--- config.mk ---
export PLATFORM = sky130hd
export DESIGN_NAME = pc_jump_ctl
export DESIGN_NICKNAME = d
export VERILOG_FILES = /design/src/rtl/pc_jump_ctl.sv
export SDC_FILE = /design/constraint.sdc
export NUM_CORES = 1
export LEC_CHECK = 0
export CORE_MARGIN = 2
export CORE_UTILIZATION = 35
export CTS_BUF_LIST = sky130_fd_sc_hd__clkbuf_8
export DETAILED_ROUTE_END_ITERATION = 8
export GPL_TIMING_DRIVEN = 0
export PLACE_DENSITY = 0.64
export SETUP_SLACK_MARGIN = 0.5
export SYNTH_ARGS = -nofsm -noshare
export SYNTH_HDL_FRONTEND = slang
export SYNTH_SLANG_ARGS = --single-unit
--- constraint.sdc ---
create_clock -name clk -period 2.05 [get_ports clk]
set_input_delay 0.41 -clock clk [delete_from_list [all_inputs] [get_ports clk]]
set_output_delay 0.41 -clock clk [all_outputs]
set_load 0.05 [all_outputs]
--- src/rtl/pc_jump_ctl.sv ---
// pc_jump_ctl: flow-control driver for the program counter.
// Decodes JMP/JZ/JNZ/JC/CALL/RET/HALT and tells the PC, on the same
// clock edge, whether to increment or to load pc_data. CALL/RET use a
// LIFO return-address stack of DEPTH entries. Overflow and underflow
// are recorded in sticky flags that clear only on reset.
// Optional feature macro: JUMPCTL_FLUSH_EN. When it is defined, every
// taken transfer spends one cycle in FLUSH so the instruction fetched
// behind the branch is discarded. When it is not defined, flush is tied
// low and a taken transfer goes straight back to RUN.
module pc_jump_ctl #(
  parameter int DEPTH = 4,
  parameter int DW    = 8
) (
  input  logic                         clk,
  input  logic                         reset,
  input  logic                         op_valid,
  input  logic [2:0]                   op,
  input  logic [DW-1:0]                target,
  input  logic                         zflag,
  input  logic                         cflag,
  input  logic [DW-1:0]                pc_value,
  output logic                         PCincr,
  output logic [DW-1:0]                pc_data,
  output logic                         flush,
  output logic                         halted,
  output logic [$clog2(DEPTH+1)-1:0]   depth,
  output logic                         stk_ovf,
  output logic                         stk_unf
);

  localparam int DPW = $clog2(DEPTH + 1);
  localparam logic [DPW-1:0] FULL = DPW'(DEPTH);

  localparam logic [2:0] OP_NOP  = 3'd0;
  localparam logic [2:0] OP_JMP  = 3'd1;
  localparam logic [2:0] OP_JZ   = 3'd2;
  localparam logic [2:0] OP_JNZ  = 3'd3;
  localparam logic [2:0] OP_JC   = 3'd4;
  localparam logic [2:0] OP_CALL = 3'd5;
  localparam logic [2:0] OP_RET  = 3'd6;
  localparam logic [2:0] OP_HALT = 3'd7;

  typedef enum logic [1:0] {
    ST_RUN    = 2'd0,
`ifdef JUMPCTL_FLUSH_EN
    ST_FLUSH  = 2'd1,
`endif
    ST_HALTED = 2'd2
  } state_t;

  state_t            r_state;
  state_t            w_next;
  logic [DPW-1:0]    r_depth;
  logic              r_ovf;
  logic              r_unf;
  // Entry 0 is always the top of stack; pushes shift older entries down.
  logic [DW-1:0]     r_stk [DEPTH];

  logic              w_full;
  logic              w_empty;
  logic              w_taken;
  logic              w_push;
  logic              w_pop;
  logic              w_set_ovf;
  logic              w_set_unf;
  logic [DW-1:0]     w_ret_addr;

  assign w_full     = (r_depth == FULL);
  assign w_empty    = (r_depth == '0);
  // Return address wraps naturally at 2^DW (FF -> 00).
  assign w_ret_addr = pc_value + DW'(1);

  // Next-state and same-cycle PC control decode.
  always_comb begin
    w_next    = r_state;
    PCincr    = 1'b1;
    pc_data   = '0;
    flush     = 1'b0;
    w_taken   = 1'b0;
    w_push    = 1'b0;
    w_pop     = 1'b0;
    w_set_ovf = 1'b0;
    w_set_unf = 1'b0;
    case (r_state)
      ST_RUN: begin
        if (op_valid) begin
          case (op)
            OP_NOP:  w_taken = 1'b0;
            OP_JMP:  w_taken = 1'b1;
            OP_JZ:   w_taken = zflag;
            OP_JNZ:  w_taken = ~zflag;
            OP_JC:   w_taken = cflag;
            OP_CALL: begin
              if (!w_full) begin
                w_push  = 1'b1;
                w_taken = 1'b1;
              end else begin
                w_set_ovf = 1'b1;
              end
            end
            OP_RET: begin
              if (!w_empty) begin
                w_pop   = 1'b1;
                w_taken = 1'b1;
              end else begin
                w_set_unf = 1'b1;
              end
            end
            OP_HALT: begin
              PCincr  = 1'b0;
              pc_data = pc_value;
              w_next  = ST_HALTED;
            end
            default: w_taken = 1'b0;
          endcase
          if (w_taken) begin
            PCincr  = 1'b0;
            pc_data = w_pop ? r_stk[0] : target;
`ifdef JUMPCTL_FLUSH_EN
            w_next  = ST_FLUSH;
`else
            w_next  = ST_RUN;
`endif
          end
        end
      end
`ifdef JUMPCTL_FLUSH_EN
      ST_FLUSH: begin
        // The instruction fetched behind the branch is dropped; op ignored.
        flush  = 1'b1;
        w_next = ST_RUN;
      end
`endif
      ST_HALTED: begin
        // PC reloads its own value so it stays frozen until reset.
        PCincr  = 1'b0;
        pc_data = pc_value;
      end
      default: w_next = ST_RUN;
    endcase
    if (reset) begin
      PCincr  = 1'b1;
      pc_data = '0;
      flush   = 1'b0;
    end
  end

  // Control state: FSM register, stack occupancy and sticky error flags.
  always_ff @(posedge clk) begin
    if (reset) begin
      r_state <= ST_RUN;
      r_depth <= '0;
      r_ovf   <= 1'b0;
      r_unf   <= 1'b0;
    end else begin
      r_state <= w_next;
      if (w_push) begin
        r_depth <= r_depth + DPW'(1);
      end else if (w_pop) begin
        r_depth <= r_depth - DPW'(1);
      end
      if (w_set_ovf) begin
        r_ovf <= 1'b1;
      end
      if (w_set_unf) begin
        r_unf <= 1'b1;
      end
    end
  end

  // Return-address storage: shift down on push, shift up on pop.
  always_ff @(posedge clk) begin
    if (w_push) begin
      r_stk[0] <= w_ret_addr;
      for (int i = 1; i < DEPTH; i++) begin
        r_stk[i] <= r_stk[i-1];
      end
    end else if (w_pop) begin
      for (int i = 0; i < DEPTH - 1; i++) begin
        r_stk[i] <= r_stk[i+1];
      end
    end
  end

  assign halted  = (r_state == ST_HALTED);
  assign depth   = r_depth;
  assign stk_ovf = r_ovf;
  assign stk_unf = r_unf;

endmodule

# Word level (Yosys, flattened, before mapping)
# Memories as Yosys holds them, arrays and structs flattened.
# Index checks and enable logic that the tools add are counted.
# Widths: inputs -> output; s select.
# word_totals
output_inout_bits	16
n_memories	1
input_bits	24
mem_bits_rw	32
wordCells	74
ff_bits	7
# classes
bitwise	5
n_addsub	3
reduce_logical	4
muxes	46
eq_ne	11
# mem_list
memory	words	width	read_ports	rd_clocked_by_memory_dff	wr	line_no	rtl
r_stk	4	8	4	0	4	57	logic [DW-1:0] r_stk [DEPTH];
# op_table
op	count
$mux 8	8
$mux 1	29
$pmux 8 s2	1
$eq 3x3->1 const B	5
$add 8x1->8 const B	1
$eq 3x2->1 const B	2
$mux 2	3
$mux 3	2
$pmux 1 s6	1
$pmux 2 s2	1
$add 3x1->3 const B	1
$eq 3x1->1 const B	1
$logic_not 3->1	1
$ne 3x2->1 const B	1
$or 1x1->1	3
$reduce_and 3->1	1
$sub 3x1->3 const B	1
$eq 2x2->1 const B	1
$logic_not 2->1	1
$ne 2x2->1 const B	1
$not 1->1	2
$pmux 1 s2	1
$reduce_bool 2->1	1

# Longest topological paths before layout
# logic_depth
word_depth	11
depth_mapped	7
depth_no_buf	6

# Worst setup path before layout
# OpenSTA, ideal clock, no wires.
# synth_timing
kind	register to output
startpoint	register r_depth[2] (netlist: depth[2])
endpoint	output port pc_data[0]
stages_incl_launch_ff	5
required_time_ns	1.640
path_buffers	0
arrival_time_ns	2.168
setup_slack_ns	-0.528
path_cell_list	dfxtp_1 xor2_1 o311ai_1 a211o_2 o21ai_1
# synth_between
elab_chain_cells	10
elab_cells_between_ends	15
classes_between	eq/ne: 1; mux: 13; reduce/logical: 1
# synth_lines
item	line_no	rtl
start: declaration	53	logic [DPW-1:0] r_depth;
start signal: assignment	158	r_depth <= r_depth + DPW'(1);
start signal: assignment	160	r_depth <= r_depth - DPW'(1);
parallel branches: the longest is 6 deep, another holds $pmux 1 s6	--	
$mux 8 (*)	116	if (w_taken) begin
$mux 8 (*)	86	if (op_valid) begin
$pmux 8 s2 (*)	84	case (r_state)
$mux 8 (*)	141	if (reset) begin
end: declaration	23	output logic [DW-1:0] pc_data,
# Every way passes the cells marked *. The select of a mux whose other input is x is not followed.

# Worst setup path in the final report
# layout_timing
startpoint	input port op[1]
endpoint	output port pc_data[3]
# layout_between
elab_chain_cells	9
elab_cells_between_ends	19
classes_between	eq/ne: 7; mux: 12
# layout_lines
item	line_no	rtl
start: declaration	17	input logic [2:0] op,
$eq 3x3->1	87	case (op)
$mux 1	87	
$mux 1	86	
$mux 1	84	
$mux 8	118	pc_data = w_pop ? r_stk[0] : target;
$mux 8 (*)	116	
$mux 8 (*)	86	
$pmux 8 s2 (*)	84	
$mux 8 (*)	141	
# Mark *: on every way between the ends. The rest lies on a longest branch, timed or not. The select of a mux whose other input is x is not followed.

==> metrics.txt <==
# TYPE chip_impl_metric gauge
chip_impl_metric{name="leakage",unit="uW"} 0.00120
chip_impl_metric{name="route.vias.total",unit=""} 1595
chip_impl_metric{name="finalHoldViolations",unit=""} 0
chip_impl_metric{name="max_clock_freq",unit="MHz"} 442
chip_impl_metric{name="grt_antenna_before_repair",unit=""} 0
chip_impl_metric{name="start_util",unit="%"} 35.7
chip_impl_info{name="yosysTopAreaCell",value="sky130_fd_sc_hd__edfxtp_1"} 1
chip_impl_metric{name="drtAntennaViolNets",unit=""} 0
chip_impl_metric{name="cts_num_sinks",unit=""} 38
chip_impl_metric{name="cts.reportedPaths.clkPinSlew",unit="ns"} 0.08
chip_impl_metric{name="drt-pass1-iter-count",unit=""} 4
chip_impl_metric{name="slew-limit-headroom",unit="%"} 62.5
chip_impl_metric{name="clock_skew",unit="ns"} 0.00746
chip_impl_metric{name="drive_above_1_share",unit="%"} 55.5
chip_impl_metric{name="core_region_area",unit="mm2"} 0.00544
chip_impl_metric{name="ys_warn_count",unit=""} 0
chip_impl_metric{name="yosysSeqAreaShare",unit="%"} 55.7
chip_impl_metric{name="hold-worst-slack",unit="ns"} 0.462
chip_impl_metric{name="final.setup.worst_slack",unit="ns"} -0.210
chip_impl_metric{name="cp.arrival",unit="ns"} 1.85
chip_impl_metric{name="fin_cells",unit=""} 301
chip_impl_metric{name="globalRoute.totalOverflow",unit=""} 0
chip_impl_info{name="crit_path_cell_trace",value="buf_12 -> buf_4 -> xor2_1 -> o311ai_2 -> a211o_2 -> buf_12 -> o21ai_4 -> buf_8"} 1
chip_impl_metric{name="cts_buffers",unit=""} 5
chip_impl_info{name="cp_common_cell",value="sky130_fd_sc_hd__buf_12"} 1
chip_impl_metric{name="placement.io_buffers",unit=""} 35
chip_impl_info{name="dominantRegCellSynth",value="sky130_fd_sc_hd__edfxtp_1"} 1
chip_impl_metric{name="syn-cell-area",unit="mm2"} 0.00194
chip_impl_metric{name="post_drt_via_cell_ratio",unit=""} 5.30
chip_impl_metric{name="track_usage",unit="%"} 17.3
chip_impl_metric{name="wire_per_inst",unit="um"} 17.6
chip_impl_info{name="clockRootBuffer",value="sky130_fd_sc_hd__clkbuf_8"} 1
chip_impl_info{name="grt_setup_unrepaired",value="true"} 1
chip_impl_metric{name="ys_types",unit=""} 39
chip_impl_metric{name="stdcell_area",unit="mm2"} 0.00325
chip_impl_metric{name="first_pass_grt_wire_length",unit="um"} 8030
chip_impl_metric{name="area.growth.synth_to_final",unit="%"} 67.5
chip_impl_metric{name="clock_insertion_delay_worst_skew",unit="ns"} 0.29
chip_impl_metric{name="maxCapViolCount",unit=""} 0
chip_impl_metric{name="die_height",unit="um"} 78.5
chip_impl_metric{name="layout.nets",unit=""} 254
chip_impl_metric{name="p_int",unit="uW"} 1250
chip_impl_info{name="violated_checks",value="negative setup slack"} 1
chip_impl_info{name="top_usage_layer",value="met2"} 1
chip_impl_info{name="tritoncts_clock_tree",value="yes"} 1
chip_impl_metric{name="power.share.combinational",unit="%"} 20.4
chip_impl_info{name="post-synth-top-count-cell",value="sky130_fd_sc_hd__edfxtp_1"} 1
chip_impl_metric{name="required",unit="ns"} 1.64
chip_impl_info{name="critical_path.slowest_cell",value="sky130_fd_sc_hd__a211o_2"} 1
chip_impl_metric{name="async_reset_ff_share",unit="%"} 0
chip_impl_metric{name="power_per_cell_area",unit="mW/mm2"} 531
chip_impl_metric{name="grt_pass1_vias",unit=""} 1602
chip_impl_info{name="timing.setup.critical_path_class",value="input pin to primary output"} 1
chip_impl_metric{name="report.final.slew_viol_count",unit=""} 0
chip_impl_metric{name="num_rows",unit=""} 27
chip_impl_metric{name="timing.final.crit_period",unit="ns"} 2.26
chip_impl_metric{name="synth_cells",unit=""} 157
chip_impl_metric{name="report.final.setup_viol",unit=""} 9
chip_impl_metric{name="final.period_utilization",unit="%"} 110
chip_impl_metric{name="gr-usage-met3",unit="%"} 3.45
chip_impl_metric{name="htree_num_levels",unit=""} 2
chip_impl_metric{name="maximum_number_of_pins_on_one_net_before_global_route_repair",unit=""} 13
chip_impl_metric{name="fp.dieW",unit="um"} 78.5
chip_impl_info{name="worst_setup_path_start_kind",value="input pin"} 1
chip_impl_metric{name="num-fill-cells",unit=""} 415
chip_impl_metric{name="place_congestion",unit=""} 0.781
chip_impl_metric{name="swShare",unit="%"} 27.4
chip_impl_metric{name="sequentialPowerShare",unit="%"} 49.9
chip_impl_metric{name="syn_area_cell",unit="um2"} 12.4
chip_impl_metric{name="max-vdd-ir-drop",unit="V"} 0.000376
chip_impl_metric{name="max_stage_delay",unit="ns"} 0.35
chip_impl_metric{name="placedInstanceArea",unit="mm2"} 0.00261
chip_impl_metric{name="die-area",unit="mm2"} 0.00616
chip_impl_metric{name="drt_drc_violations_left",unit=""} 0
chip_impl_metric{name="path_max_fanout",unit=""} 8
chip_impl_metric{name="synth_enable_flop_cells",unit=""} 32
chip_impl_metric{name="top_level_ports",unit=""} 40
chip_impl_info{name="synthTopCellsByArea",value="sky130_fd_sc_hd__edfxtp_1 49%, sky130_fd_sc_hd__mux2_2 10%, sky130_fd_sc_hd__dfxtp_1 6.2%"} 1
chip_impl_metric{name="dp_worst_setup_slack",unit="ns"} -1.40
chip_impl_metric{name="globalRouteMet1Util",unit="%"} 21.7
chip_impl_metric{name="initialDrtViolationCount",unit=""} 112
chip_impl_info{name="synth.top_cells.by_count",value="32 x sky130_fd_sc_hd__edfxtp_1, 19 x sky130_fd_sc_hd__nand2_1, 18 x sky130_fd_sc_hd__mux2_2"} 1
chip_impl_info{name="setup.worst_path.end_class",value="primary output"} 1
chip_impl_metric{name="total_net_switching_power",unit="uW"} 473
chip_impl_metric{name="postRouteWirelength",unit="um"} 5290
chip_impl_metric{name="antenna_cells_inserted",unit=""} 0
chip_impl_metric{name="synth_largest_type_area_fraction",unit="%"} 49.5
chip_impl_metric{name="worst_pin_slew",unit="ns"} 0.563
chip_impl_info{name="min_path_type",value="register to register"} 1
chip_impl_metric{name="cts_buffer_depth",unit=""} 2
chip_impl_metric{name="dpl.hpwl",unit="um"} 3190
chip_impl_metric{name="dp_cells",unit=""} 264
chip_impl_metric{name="power.share.clock",unit="%"} 29.7
chip_impl_metric{name="postCtsHoldBufs",unit=""} 0
chip_impl_metric{name="use_met2",unit="%"} 28.1
chip_impl_metric{name="synth_nets",unit=""} 183
chip_impl_metric{name="postSynthRegisterBits",unit=""} 38
chip_impl_info{name="outcome",value="complete, but fails checks"} 1
==> worst max-delay path, delay by kind of cell <==
| family | cells | cell delay [ns] |
|---|---|---|
| xor+xnor | 1 | 0.19 |
| compound gates | 3 | 0.66 |
| buf+inv | 4 | 0.57 |
==> metrics by stage <==
stage / total power, uW / TNS [ns] / util (%)
2_1_floorplan: 1050 / -0.526 / -
3_3_place_gp: 1140 / -23.44 / 48.0
3_5_place_dp: 1150 / -24.91 / 48.0
4_1_cts: 1690 / -1.19 / 54.9
5_1_grt: 1800 / -2.03 / 59.8
6_report: 1730 / -1.62 / 59.8
==> area by class of cell <==
cell class	count	area, um2	area share [%]
inverters	1	16.3	0.500
well taps	72	90.1	2.77
flip-flops and latches	38	1090	33.6
repair inverters	1	16.3	0.500
clock buffers	5	68.8	2.12
repair buffers	60	623	19.2
plain buffers	7	101	3.12
multi-input cells	114	1230	37.7
clock inverters	3	16.3	0.500
==> logic make-up (layout without fill, tap and decap cells) <==
logic type      after synthesis  after routing  synth area share, %
simple gates                 46             49                 13.3
flops                        38             38                 55.7
compound gates               28             28                 8.70
mux                          26             26                 14.6
xor+xnor                      8              8                 3.61
buf+inv                       8             77                 2.25
fa+ha+maj                     2              2                 1.68
other cells                   1              1                0.193
==> cell usage in the layout, fill, tap and decap left out, drive strengths merged, types with 2 or more instances in the layout <==
cell type	count
buf	41
clkbuf	11
mux2i	8
nor3	6
clkdlybuf4s50	14
clkdlybuf4s15	3
nand2	22
o21ai	16
a21oi	4
nand3	3
dfxtp	6
nor4	2
clkinv	4
dlygate4sd2	3
xor2	4
nor3b	2
edfxtp	32
xnor2	4
nor2	8
mux2	18
==> registers in the layout, indices dropped and copies added, names as in the netlist <==
register,flops
stk_ovf,1
r_stk,32
depth,3
r_state,1
stk_unf,1
==> layer usage <==
layer / up-vias / share of wire [%]
met5: - / 0
li1: 734 / -
met4: 0 / 1.7
met3: 8 / 4.9
met2: 53 / 50
met1: 800 / 43
==> path summary, 6_finish.rpt <==
| check | cells past startpoint | slack (ns) | from | end |
|---|---|---|---|---|
| setup / recovery | 8 | -0.21 | op[1] | pc_data[3] |
| hold / removal | 0 | 0.46 | r_stk[2][5] | r_stk[3][5] |
| setup reg to reg | 6 | 0.03 | depth[0] | depth[2] |
| hold reg to reg | 0 | 0.46 | r_stk[2][5] | r_stk[3][5] |
==> what timing repair did <==
action / 4_1_cts / 5_1_grt
resized for setup: 117 / 57
pin swaps: 14 / 20
buffers inserted: 12 / 11
cloned: 4 / 2
endpoints found under the setup margin: 75 / 64
==> power groups by stage <==
stage	registers [uW]	logic, uW	clock network [uW]
finish	863	353	513
floorplan	889	160	0
global route	864	372	558
detailed placement	881	268	0
global placement	880	263	0
CTS	861	308	522
Note: power is estimated with default switching activity, not from simulation.
